### src/rtl/touch_spi_pkg.sv
// Shared types and XPT2046 command bytes for the touch SPI scanner.
package touch_spi_pkg;

  typedef enum logic [2:0] {
    ST_IDLE = 3'd0,
    ST_CMD  = 3'd1,
    ST_TURN = 3'd2,
    ST_READ = 3'd3,
    ST_TAIL = 3'd4,
    ST_GAP  = 3'd5
  } state_e;

  localparam logic [7:0] CMD_X  = 8'hD0;
  localparam logic [7:0] CMD_Y  = 8'h90;
  localparam logic [7:0] CMD_Z1 = 8'hB0;
  localparam logic [7:0] CMD_Z2 = 8'hC0;

endpackage

### src/rtl/touch_sck_gen.sv
// SCK half-period counter; emits one-cycle rise/fall strobes while run is high.
module touch_sck_gen #(
  parameter int CLK_DIV = 2
) (
  input  logic clk,
  input  logic rst,
  input  logic run,
  output logic sck_rise,
  output logic sck_fall
);

  localparam logic [7:0] DIV_LAST = 8'(CLK_DIV - 1);

  logic [7:0] cnt_q, cnt_d;
  logic       phase_q, phase_d;
  logic       strobe_s;

  always_comb begin
    strobe_s = run && (cnt_q == DIV_LAST);
    cnt_d    = cnt_q;
    phase_d  = phase_q;
    if (!run) begin
      cnt_d   = 8'd0;
      phase_d = 1'b0;
    end else if (strobe_s) begin
      cnt_d   = 8'd0;
      phase_d = ~phase_q;
    end else begin
      cnt_d   = cnt_q + 8'd1;
    end
    sck_rise = strobe_s && !phase_q;
    sck_fall = strobe_s && phase_q;
  end

  always_ff @(posedge clk) begin
    if (rst) begin
      cnt_q   <= 8'd0;
      phase_q <= 1'b0;
    end else begin
      cnt_q   <= cnt_d;
      phase_q <= phase_d;
    end
  end

endmodule

### src/rtl/touch_spi_scanner.sv
// XPT2046-style touch controller SPI scanner (manual frames plus pen-down auto scan).
// Optional build macro TOUCH_IRQ_DEBOUNCE_EN adds a pen-down debounce counter.
module touch_spi_scanner
  import touch_spi_pkg::*;
#(
  parameter int                    CMD_W     = 8,
  parameter int                    RESP_W    = 12,
  parameter int                    TAIL_W    = 3,
  parameter int                    CLK_DIV   = 2,
  parameter int                    N_CH      = 4,
  parameter logic [N_CH*CMD_W-1:0] CMD_TABLE = {CMD_Z2, CMD_Z1, CMD_Y, CMD_X},
  parameter int                    CS_GAP    = 4
`ifdef TOUCH_IRQ_DEBOUNCE_EN
  ,
  parameter int                    DEBOUNCE_CYC = 16
`endif
) (
  input  logic                                         clk_1MHz,
  input  logic                                         rst,
  input  logic                                         en,
  input  logic [CMD_W-1:0]                             data_in,
  input  logic                                         scan_en,
  input  logic                                         i_sdo,
  input  logic                                         i_irq,
  output logic                                         busy,
  output logic [RESP_W-1:0]                            data_out,
  output logic [((N_CH > 1) ? $clog2(N_CH) : 1)-1:0]   ch_id,
  output logic                                         data_valid,
  output logic                                         frame_done,
  output logic                                         o_cs,
  output logic                                         o_sdi,
  output logic                                         o_sck
);

  localparam int CH_W  = (N_CH > 1) ? $clog2(N_CH) : 1;
  localparam int P_TOT = CMD_W + 1 + RESP_W + TAIL_W;
  localparam int PER_W = $clog2(P_TOT + 1);
  localparam int GAP_W = (CS_GAP > 1) ? $clog2(CS_GAP) : 1;

  localparam logic [PER_W-1:0] PER_ZERO     = PER_W'(0);
  localparam logic [PER_W-1:0] PER_ONE      = PER_W'(1);
  localparam logic [PER_W-1:0] PER_CMD_END  = PER_W'(CMD_W);
  localparam logic [PER_W-1:0] PER_TURN_END = PER_W'(CMD_W + 1);
  localparam logic [PER_W-1:0] PER_READ_END = PER_W'(CMD_W + 1 + RESP_W);
  localparam logic [PER_W-1:0] PER_DONE     = PER_W'(P_TOT);
  localparam logic [GAP_W-1:0] GAP_ZERO     = GAP_W'(0);
  localparam logic [GAP_W-1:0] GAP_ONE      = GAP_W'(1);
  localparam logic [GAP_W-1:0] GAP_LAST     = GAP_W'(CS_GAP - 1);
  localparam logic [CH_W-1:0]  CH_ZERO      = CH_W'(0);
  localparam logic [CH_W-1:0]  CH_ONE       = CH_W'(1);
  localparam logic [CH_W-1:0]  CH_LAST      = CH_W'(N_CH - 1);

  state_e              state_q, state_d;
  logic [PER_W-1:0]    per_q, per_d;
  logic [CMD_W-1:0]    cmd_sh_q, cmd_sh_d;
  logic [RESP_W-1:0]   resp_q, resp_d;
  logic [GAP_W-1:0]    gap_q, gap_d;
  logic [CH_W-1:0]     ch_idx_q, ch_idx_d;
  logic                manual_q, manual_d;
  logic                busy_q, busy_d;
  logic                cs_q, cs_d;
  logic                sck_q, sck_d;
  logic                sdi_q, sdi_d;
  logic [RESP_W-1:0]   data_out_q, data_out_d;
  logic [CH_W-1:0]     ch_id_q, ch_id_d;
  logic                dv_q, dv_d;
  logic                fd_q, fd_d;
  logic                irq_s1_q, irq_s2_q;

  logic                run_s;
  logic                sck_rise_s, sck_fall_s;
  logic                pen_down_s;
  logic                scan_req_s;
  logic [CMD_W-1:0]    cmd_sel_s;

  assign run_s = (state_q == ST_CMD) || (state_q == ST_TURN) ||
                 (state_q == ST_READ) || (state_q == ST_TAIL);

  touch_sck_gen #(
    .CLK_DIV (CLK_DIV)
  ) u_sck_gen (
    .clk      (clk_1MHz),
    .rst      (rst),
    .run      (run_s),
    .sck_rise (sck_rise_s),
    .sck_fall (sck_fall_s)
  );

  // The pen IRQ is asynchronous to clk_1MHz; idle level is high (pen up).
  always_ff @(posedge clk_1MHz) begin
    if (rst) begin
      irq_s1_q <= 1'b1;
      irq_s2_q <= 1'b1;
    end else begin
      irq_s1_q <= i_irq;
      irq_s2_q <= irq_s1_q;
    end
  end

`ifdef TOUCH_IRQ_DEBOUNCE_EN
  localparam int              DB_W   = $clog2(DEBOUNCE_CYC + 1);
  localparam logic [DB_W-1:0] DB_MAX = DB_W'(DEBOUNCE_CYC);
  localparam logic [DB_W-1:0] DB_ONE = DB_W'(1);

  logic [DB_W-1:0] db_cnt_q, db_cnt_d;

  // Count only in IDLE so a qualified pen-down survives across back-to-back frames.
  always_comb begin
    db_cnt_d = db_cnt_q;
    if (state_q == ST_IDLE) begin
      if (irq_s2_q) begin
        db_cnt_d = DB_W'(0);
      end else if (db_cnt_q != DB_MAX) begin
        db_cnt_d = db_cnt_q + DB_ONE;
      end else begin
        db_cnt_d = db_cnt_q;
      end
    end else begin
      db_cnt_d = db_cnt_q;
    end
  end

  always_ff @(posedge clk_1MHz) begin
    if (rst) begin
      db_cnt_q <= DB_W'(0);
    end else begin
      db_cnt_q <= db_cnt_d;
    end
  end

  assign pen_down_s = (db_cnt_q == DB_MAX);
`else
  assign pen_down_s = ~irq_s2_q;
`endif

  assign scan_req_s = scan_en && pen_down_s;
  assign cmd_sel_s  = CMD_TABLE[int'(ch_idx_q) * CMD_W +: CMD_W];

  always_comb begin
    state_d    = state_q;
    per_d      = per_q;
    cmd_sh_d   = cmd_sh_q;
    resp_d     = resp_q;
    gap_d      = gap_q;
    ch_idx_d   = ch_idx_q;
    manual_d   = manual_q;
    cs_d       = cs_q;
    sck_d      = sck_q;
    sdi_d      = sdi_q;
    data_out_d = data_out_q;
    ch_id_d    = ch_id_q;
    dv_d       = 1'b0;
    fd_d       = 1'b0;

    case (state_q)
      ST_IDLE: begin
        if (en || scan_req_s) begin
          state_d  = ST_CMD;
          cs_d     = 1'b0;
          per_d    = PER_ZERO;
          resp_d   = {RESP_W{1'b0}};
          manual_d = en;
          cmd_sh_d = en ? data_in : cmd_sel_s;
          sdi_d    = cmd_sh_d[CMD_W-1];
        end else begin
          state_d  = ST_IDLE;
        end
        // Leaving the pen-down scan at an inter-frame IDLE abandons it.
        if (!scan_req_s) begin
          ch_idx_d = CH_ZERO;
        end else begin
          ch_idx_d = ch_idx_q;
        end
      end

      ST_CMD, ST_TURN, ST_READ, ST_TAIL: begin
        if (sck_rise_s) begin
          if (per_q == PER_DONE) begin
            // The would-be next rising edge becomes the CS release point.
            state_d    = ST_GAP;
            cs_d       = 1'b1;
            sdi_d      = 1'b0;
            gap_d      = GAP_ZERO;
            dv_d       = 1'b1;
            data_out_d = resp_q;
            if (manual_q) begin
              ch_id_d = CH_ZERO;
            end else begin
              ch_id_d = ch_idx_q;
              if (ch_idx_q == CH_LAST) begin
                fd_d     = 1'b1;
                ch_idx_d = CH_ZERO;
              end else begin
                ch_idx_d = ch_idx_q + CH_ONE;
              end
            end
          end else begin
            sck_d = 1'b1;
            if (state_q == ST_READ) begin
              resp_d = {resp_q[RESP_W-2:0], i_sdo};
            end else begin
              resp_d = resp_q;
            end
          end
        end else if (sck_fall_s) begin
          sck_d    = 1'b0;
          per_d    = per_q + PER_ONE;
          cmd_sh_d = cmd_sh_q << 1;
          sdi_d    = cmd_sh_d[CMD_W-1];
          if (per_d == PER_CMD_END) begin
            state_d = ST_TURN;
          end else if (per_d == PER_TURN_END) begin
            state_d = ST_READ;
          end else if (per_d == PER_READ_END) begin
            state_d = ST_TAIL;
          end else begin
            state_d = state_q;
          end
        end else begin
          state_d = state_q;
        end
      end

      ST_GAP: begin
        if (gap_q == GAP_LAST) begin
          state_d = ST_IDLE;
        end else begin
          gap_d = gap_q + GAP_ONE;
        end
      end

      default: begin
        state_d = ST_IDLE;
        cs_d    = 1'b1;
        sck_d   = 1'b0;
        sdi_d   = 1'b0;
      end
    endcase

    busy_d = (state_d != ST_IDLE);
  end

  always_ff @(posedge clk_1MHz) begin
    if (rst) begin
      state_q    <= ST_IDLE;
      per_q      <= PER_ZERO;
      cmd_sh_q   <= {CMD_W{1'b0}};
      resp_q     <= {RESP_W{1'b0}};
      gap_q      <= GAP_ZERO;
      ch_idx_q   <= CH_ZERO;
      manual_q   <= 1'b0;
      busy_q     <= 1'b0;
      cs_q       <= 1'b1;
      sck_q      <= 1'b0;
      sdi_q      <= 1'b0;
      data_out_q <= {RESP_W{1'b0}};
      ch_id_q    <= CH_ZERO;
      dv_q       <= 1'b0;
      fd_q       <= 1'b0;
    end else begin
      state_q    <= state_d;
      per_q      <= per_d;
      cmd_sh_q   <= cmd_sh_d;
      resp_q     <= resp_d;
      gap_q      <= gap_d;
      ch_idx_q   <= ch_idx_d;
      manual_q   <= manual_d;
      busy_q     <= busy_d;
      cs_q       <= cs_d;
      sck_q      <= sck_d;
      sdi_q      <= sdi_d;
      data_out_q <= data_out_d;
      ch_id_q    <= ch_id_d;
      dv_q       <= dv_d;
      fd_q       <= fd_d;
    end
  end

  assign busy       = busy_q;
  assign data_out   = data_out_q;
  assign ch_id      = ch_id_q;
  assign data_valid = dv_q;
  assign frame_done = fd_q;
  assign o_cs       = cs_q;
  assign o_sck      = sck_q;
  assign o_sdi      = sdi_q;

endmodule
### config.mk
export PLATFORM = sky130hd
export DESIGN_NAME = touch_spi_scanner
export DESIGN_NICKNAME = d
export VERILOG_FILES = /design/src/rtl/touch_spi_pkg.sv /design/src/rtl/touch_sck_gen.sv /design/src/rtl/touch_spi_scanner.sv
export SDC_FILE = /design/constraint.sdc
export NUM_CORES = 1
export LEC_CHECK = 0
export ABC_AREA = 1
export CAP_MARGIN = 40
export CELL_PAD_IN_SITES_DETAIL_PLACEMENT = 1
export CELL_PAD_IN_SITES_GLOBAL_PLACEMENT = 2
export CORE_MARGIN = 1.5
export CORE_UTILIZATION = 36
export DETAILED_ROUTE_END_ITERATION = 7
export GPL_ROUTABILITY_DRIVEN = 0
export GPL_TIMING_DRIVEN = 1
export PLACE_DENSITY = 0.95
export SLEW_MARGIN = 20
export SYNTH_ARGS = -nofsm -noshare
export SYNTH_HDL_FRONTEND = slang
export SYNTH_SLANG_ARGS = --single-unit
### constraint.sdc
create_clock -name clk_1MHz -period 3.55 [get_ports clk_1MHz]
set_clock_uncertainty 0.1 [all_clocks]
set_input_delay 0.5325 -clock clk_1MHz [delete_from_list [all_inputs] [get_ports clk_1MHz]]
set_output_delay 0.5325 -clock clk_1MHz [all_outputs]
set_load 0.01 [all_outputs]
## Yosys cells after proc, flatten, opt, wreduce, memory -nomap -nowiden

Index checks and enable logic that the tools add are counted.

- Muxes and demuxes: 49
- Equal/unequal tests: 25
- Add/subtract/negate cells: 4
- Bitwise operators: 8
- Reductions and logical operators: 28
- Shift operators: 1

Operator list:

| operator | count |
|---|---|
| $mux 12 | 4 |
| $shiftx 32x6->8 const A | 1 |
| $pmux 12 s2 | 1 |
| $mux 3 | 7 |
| $mux 7 | 3 |
| $ne 2x2->1 const B | 10 |
| $mux 2 | 9 |
| $reduce_and 4->1 | 4 |
| $mux 5 | 3 |
| $pmux 7 s2 | 1 |
| $mux 1 | 13 |
| $eq 5x4->1 const B | 2 |
| $eq 5x5->1 const B | 2 |
| $pmux 5 s2 | 1 |
| $reduce_and 5->1 | 2 |
| $ne 3x3->1 const B | 3 |
| $pmux 3 s3 | 1 |
| $add 8x1->8 const B | 1 |
| $eq 8x1->1 const B | 1 |
| $mux 8 | 1 |
| $not 1->1 | 8 |
| $pmux 2 s2 | 2 |
| $eq 3x2->1 const B | 2 |
| $eq 3x3->1 const B | 2 |
| 18 further kinds | 31 |

- Output and inout port bits: 20
- Logic and storage cells: 134
- Input port bits: 14
- Register bits after elaboration: 63

## Logic depth before layout (Yosys ltp)

Gate-level depths: netlist of run 1.

- Depth in word-level cells: 10
- Depth in mapped cells: 14
- Mapped depth without buffers: 14

## Modules after synthesis

A second synthesis of run 1 with hierarchy kept.

- Cells, all modules: 403
- Area total of the unflattened synthesis: 3005.4 um^2

By module, submodules not included:

| module | area an instance (um^2) | times used | seq. area each (um^2) | cells an instance |
|---|---|---|---|---|
| touch_spi_scanner | 2536.2 | 1 | 1081.0 | 331 |
| touch_sck_gen | 469.2 | 1 | 180.2 | 72 |

## Least setup slack after synthesis of run 1

Ideal clock, no wire load.

- Kind: reg2reg
- From: register per_q[0]
- To: register gap_q[1]
- Data arrival time: 1469 ps
- Slack: 1849 ps
- Path buffers: 0
- Library setup time: 131 ps
- Required time: 3319 ps
- Cell stages (with the launch flop): 11
- Cells stage by stage: dfxtp_1 inv_1 ha_1 nand4_2 inv_1 nand4_2 nand2_2 o21ai_2 clkinv_1 o21ai_0 nor2_1

- Word-level cells in the longest chain between the ends: 3

Ends and longest elaborated chain:

| element | RTL line | text |
|---|---|---|
| start: declaration | touch_spi_scanner.sv:54 | `logic [PER_W-1:0] per_q, per_d;` |
| start signal: assignment | touch_spi_scanner.sv:262 | `per_q <= per_d;` |
| $eq 5x5->1 | touch_spi_scanner.sv:178 | `if (per_q == PER_DONE) begin` |
| $ne 2x2->1 (no source line) | -- |  |
| $reduce_and 4->1 (no source line) | -- |  |
| end signal: assignment | touch_spi_scanner.sv:265 | `gap_q <= gap_d;` |
| end: declaration | touch_spi_scanner.sv:57 | `logic [GAP_W-1:0] gap_q, gap_d;` |

No other way between the ends.
A chain may end at the register's enable or synchronous reset.

## Final worst setup path of run 1

- From: input en
- To: register resp_q[1]

- Word-level cells in the longest chain between the ends: 3

Ends and longest elaborated chain:

| element | RTL line | text |
|---|---|---|
| start: declaration | touch_spi_scanner.sv:20 | `input logic en,` |
| $logic_or 1x1->1 | touch_spi_scanner.sv:157 | `if (en \|\| scan_req_s) begin` |
| $ne 2x2->1 (no source line) | -- |  |
| $reduce_and 5->1 (no source line) | -- |  |
| end signal: assignment | touch_spi_scanner.sv:248 | `resp_q <= {RESP_W{1'b0}};` |
| end signal: assignment | touch_spi_scanner.sv:264 | `resp_q <= resp_d;` |
| end: declaration | touch_spi_scanner.sv:56 | `logic [RESP_W-1:0] resp_q, resp_d;` |

No other way between the ends.

==> results.cfg, run 1 <==
[layout]
layout_common_cells = nand2_1 (70), dfxtp_1 (63), inv_1 (51)
final_common_cell = nand2_1
area_delta_synth_final_pct = 19.8
antenna_cells = 0
drive_above_1_share_pct = 15.5
utilization_pct = 45.0
fin_nets = 451

[synthesis]
ys_types = 39
synth-edff-count = 0
synth_area_mm2 = 0.00312
syn_area_per_cell_um2 = 7.87
synth_seq_cells = 63
yosysWarnings = 0
ys_async_sr_fraction_pct = 0
synth_top_area_cell = dfxtp_1
postSynthNetCount = 419
yosys_most_used_dff = dfxtp_1
synth_top_area_share_pct = 40.5
yosysSeqAreaShare_pct = 40.5
syn_inst = 396
ys_top_cells_by_area = dfxtp_1 (40%), nand2_1 (8.4%), inv_1 (6.1%)

[critical_path]
r2r_cells = 7
start_kind = input pin
critPathKind = input pin to flip-flop
slowest_delay_ns = 0.73
end_kind = flip-flop
crit_arrival_ns = 2.67
crit_family = simple AND/OR/NAND/NOR gates
cp_max_fo = 13
crit_chain = clkdlybuf4s50_1 > inv_1 > nand2_1 > nor2_1 > a21oi_2 > nand3_2 > nand2_2 > a22oi_1
path_buf_inv = 2
cpMaxStageDelayCell = clkdlybuf4s50_1
cp.required_ns = 3.66
cp.depth = 8

[pwr]
ir_drop_mv = 0.229
finalPower_mw = 1.79
power_leakage_nw = 1.50
power.density_mw_per_mm2 = 480

[clocking]
cts_setup_buffers = 0
clockRootBuffer = clkbuf_8
hold_buffers = 0
htreeDepth = 3
clk_path_buf_depth = 2
cts_tree = yes
insertion_delay_ns = 0.35
clock-sinks = 63
numCtsBuffers = 9
cts_resized = 0
clk_pin_slew_ns = 0.07

[sta]
maxSlewViolCount = 0
finalSetupViolations = 0
fin_setup_tns_ns = 0
min_period_over_period_pct = 72.2
fmax_ghz = 0.390
whs_ns = 0.317
relSlewSlack_pct = 65.0
worst_pin_slew_ns = 0.523
post-route-min-period_ns = 2.56
fin_ws_ns = 0.988
finalHoldViolCount = 0
rsz0062_at_grt = no

[drt]
wl_mm = 7.99
detail_route.iter0.violations = 81
vias = 2701
dr.pass1.iters = 4
viasPerCell = 5.02
ant_nets = 0
wire_per_inst_um = 14.9
drc = 0

[worst_hold_path]
hp-class = flip-flop to flip-flop
min_path_cells = 1

[placement]
dp_hpwl_mm = 5.91
port_buffers = 33
place_ws_ns = 0.679

[floorplanning]
die-area_mm2 = 0.00922
rows = 33
start_util_pct = 37.5
fp.dieH_um = 96.0
die_w_um = 96.0
core_area_mm2 = 0.00830
io_pins = 34

[global_routing]
grt_start_max_net_pins = 26
grt_pass1_vias = 2778
grt.total_usage_pct = 18.8
grt_pass1_wl_mm = 13.2
grt_antenna_before_repair = 0
grt.overflow.total = 0

[flow_run]
drv_cap = 0

[run_status]
status = complete, no violations
-- layout make-up --
| type | count | area, µm² |
|---|---|---|
| fillers | 1015 | 4570 |
| multi-input cells | 261 | 1530 |
| flip-flops and latches | 63 | 1260 |
| repair buffers | 35 | 353 |
| inverters | 58 | 218 |
| well taps | 105 | 131 |
| clock buffers | 9 | 124 |
| clock inverters | 7 | 120 |
-- registers in the layout, summed over array words and instances, names as in the netlist --
name,flops
o_cs,1
resp_q,12
data_out,12
u_sck_gen.cnt_q,8
irq_s2_q,1
ch_id,2
state_q,3
gap_q,2
busy,1
u_sck_gen.phase_q,1
ch_idx_q,2
manual_q,1
o_sdi,1
cmd_sh_q,7
frame_done,1
o_sck,1
irq_s1_q,1
data_valid,1
per_q,5
-- cells by family after synthesis --
logic type	count (synthesis)	synth area share [%]
flops	63	40.5
compound gates	91	18.7
simple gates	157	25.5
buf+inv	72	10.5
xor+xnor	4	1.12
fa+ha+maj	9	3.61
-- routing by layer --
metal / up-vias / share of wire [%] / global-route usage, % / wire length (µm)
met5: - / 0 / 0 / 0
met4: 0 / 1.8 / 7.97 / 141
met3: 12 / 2.3 / 3.24 / 181
met2: 34 / 48 / 31.5 / 3840
met1: 1291 / 48 / 23.8 / 3830
li1: 1364 / - / - / -
-- synth_stat cells (2+ instances only) --
master and count:
a22oi_1 4, nand4_1 7, clkbuf_1 3, inv_2 5, a21oi_1 37, nand4_2 2, clkinv_1 2, nor2_1 30
or2_2 2, nor3_1 5, nor2_4 3, o21ai_2 2, o21ai_0 22, nor3_2 2, a22oi_2 10, a211oi_2 3
dfxtp_1 63, nand2_1 70, inv_1 51, nand2_2 6, xor2_1 4, ha_1 9, nor2_2 3, o21ai_1 8
nand3_2 7, nand3_1 16, buf_2 4, buf_6 5
-- power by group --
part | internal [mW] | switching [mW] | leakage, nW
logic | 0.0871 | 0.155 | 0.870
clock network | 0.469 | 0.302 | 0.120
registers | 0.750 | 0.0287 | 0.515
total | 1.31 | 0.485 | 1.50
-- final timing paths --
kind / startpoint / to / slack (ns)
max: en / resp_q[1] / 0.99
min: irq_s1_q / irq_s2_q / 0.32
max reg2reg: state_q[1] / resp_q[1] / 1.25
min reg2reg: irq_s1_q / irq_s2_q / 0.32
-- metrics by stage --
stage / std cells / instance area (µm²)
5_1_grt: 538 / 3730
4_1_cts: 538 / 3730
3_3_place_gp: 521 / 3470
2_1_floorplan: 396 / 3120
3_5_place_dp: 522 / 3490
6_report: 538 / 3730
(Power assumes the default switching activity.)
==> run 2: changes to the inputs <==
CORE_UTILIZATION = 33   (was 36)
PLACE_DENSITY = 0.89   (was 0.95)
clock period = 2.63 ns   (was 3.55 ns; I/O delays follow)
==> run 2 against run 1 <==
Effect of this change: cell count increased by 1.5%; non-clock buffer count rose by 2; via count rose by 1.8%; clock-buffer cell count up 1; critical path depth stayed put; worst hold slack better by 0.0013 ns; core utilization down 4.6 points; first-iteration DRC count is 33% higher; wire length increased by 1.6%; highest routed layer unchanged.
==> results.cfg, run 2 (synthesis results as in run 1) <==
[run_status]
status = complete, no violations

[sta]
post-route-min-period_ns = 2.10
worst_pin_slew_ns = 0.561
fmax_ghz = 0.476
fin_setup_tns_ns = 0
maxSlewViolCount = 0
finalHoldViolCount = 0
relSlewSlack_pct = 62.5
rsz0062_at_grt = no
min_period_over_period_pct = 79.9
finalSetupViolations = 0

[clocking]
clk_path_buf_depth = 2
cts_resized = 0
cts_setup_buffers = 0
htreeDepth = 3
clock-sinks = 63
clk_pin_slew_ns = 0.08
numCtsBuffers = 9
hold_buffers = 0
clockRootBuffer = clkbuf_8
cts_tree = yes
insertion_delay_ns = 0.35

[critical_path]
start_kind = flip-flop
end_kind = flip-flop
cp.required_ns = 2.80
critPathKind = flip-flop to flip-flop
cp_max_fo = 17
crit_arrival_ns = 2.28

[floorplanning]
fp.dieH_um = 100
core_area_mm2 = 0.00920
rows = 35
start_util_pct = 33.9
die_w_um = 100
die-area_mm2 = 0.0100
io_pins = 34

[global_routing]
grt_antenna_before_repair = 0
grt.total_usage_pct = 17.4
grt.overflow.total = 0
grt_start_max_net_pins = 26
grt_pass1_wl_mm = 13.8
grt_pass1_vias = 2827

[layout]
antenna_cells = 0
regArea_mm2 = 0.00126
nFillCells = 1133
area_delta_synth_final_pct = 19.1
layout_common_cells = nand2_1 (70), dfxtp_1 (63), inv_1 (51)
multi_input_area_mm2 = 0.00153
final_common_cell = nand2_1
drive_above_1_share_pct = 15.9
fin_nets = 453
layout.cells.non_filler = 546

[drt]
wl_mm = 8.12
vias = 2749
wire_per_inst_um = 14.9
dr.pass1.iters = 4
detail_route.iter0.violations = 108
ant_nets = 0
drc = 0
viasPerCell = 5.03

[pwr]
power_leakage_nw = 1.49
power.density_mw_per_mm2 = 611
ir_drop_mv = 0.291

[flow_run]
drv_cap = 0

[placement]
port_buffers = 33
dp_hpwl_mm = 5.79
dpl.cell_count = 530

[worst_hold_path]
hp-class = flip-flop to flip-flop
-- run 2: cell count changes in the layout (fill, tap and decap cells not counted), sizes merged --
cell    before  now
buf          2    4
bufinv       3    1
clkbuf       9   10
clkinv       4    5
-- run 2: worst paths after layout --
check        cells past startpoint  startpoint  slack [ns]            endpoint
min reg2reg                      1    irq_s1_q        0.32            irq_s2_q
max                              8  state_q[1]        0.53  u_sck_gen.cnt_q[1]
min                              1    irq_s1_q        0.32            irq_s2_q
max reg2reg                      8  state_q[1]        0.53  u_sck_gen.cnt_q[1]
-- run 2: area by class of cell --
cell class                      instances  area share [%]
Clock inverter                          6            1.85
Tap cell                              111            3.74
Sequential cell                        63            34.0
Timing Repair Buffer                   37            9.71
Multi-Input combinational cell        261            41.1
Clock buffer                           10            3.71
Inverter                               58            5.87
-- run 2: power by group --
part	internal (mW)	total [mW]	switching (mW)
Clock	0.469	0.892	0.423
Combinational	0.120	0.326	0.206
Sequential	1.01	1.05	0.0384
Total	1.60	2.27	0.668
-- run 2: per-stage QoR --
stage | util [%] | setup slack (ns) | hold slack, ns | power, mW | area (µm²)
floorplan | - | 0.929 | 0.289 | 1.31 | 3120
global route | 40.4 | 0.322 | 0.335 | 2.38 | 3710
finish | 40.4 | 0.528 | 0.318 | 2.27 | 3710
detailed placement | 38.1 | 0.456 | 0.303 | 1.40 | 3500
global placement | 38.1 | 0.522 | 0.293 | 1.38 | 3500
CTS | 40.4 | 0.477 | 0.323 | 2.29 | 3710
-- run 2: critical path, cell delays in order (launching register included) --
cell and delay [ns]:
dfxtp_1 0.58, nor2_4 0.06, nand2_2 0.12, nand2_2 0.26
nor2_4 0.41, inv_2 0.13, nor2_2 0.16, inv_2 0.10
nor2_1 0.10
-- run 2: layer usage --
layer	vias up	share of wire (%)	global-route usage (%)	wire length, µm
li1	1363	-	-	-
met1	1326	44	20.7	3590
met2	48	51	30.8	4110
met3	12	3.2	3.48	261
met4	0	1.9	6.83	156
met5	-	0	0	0
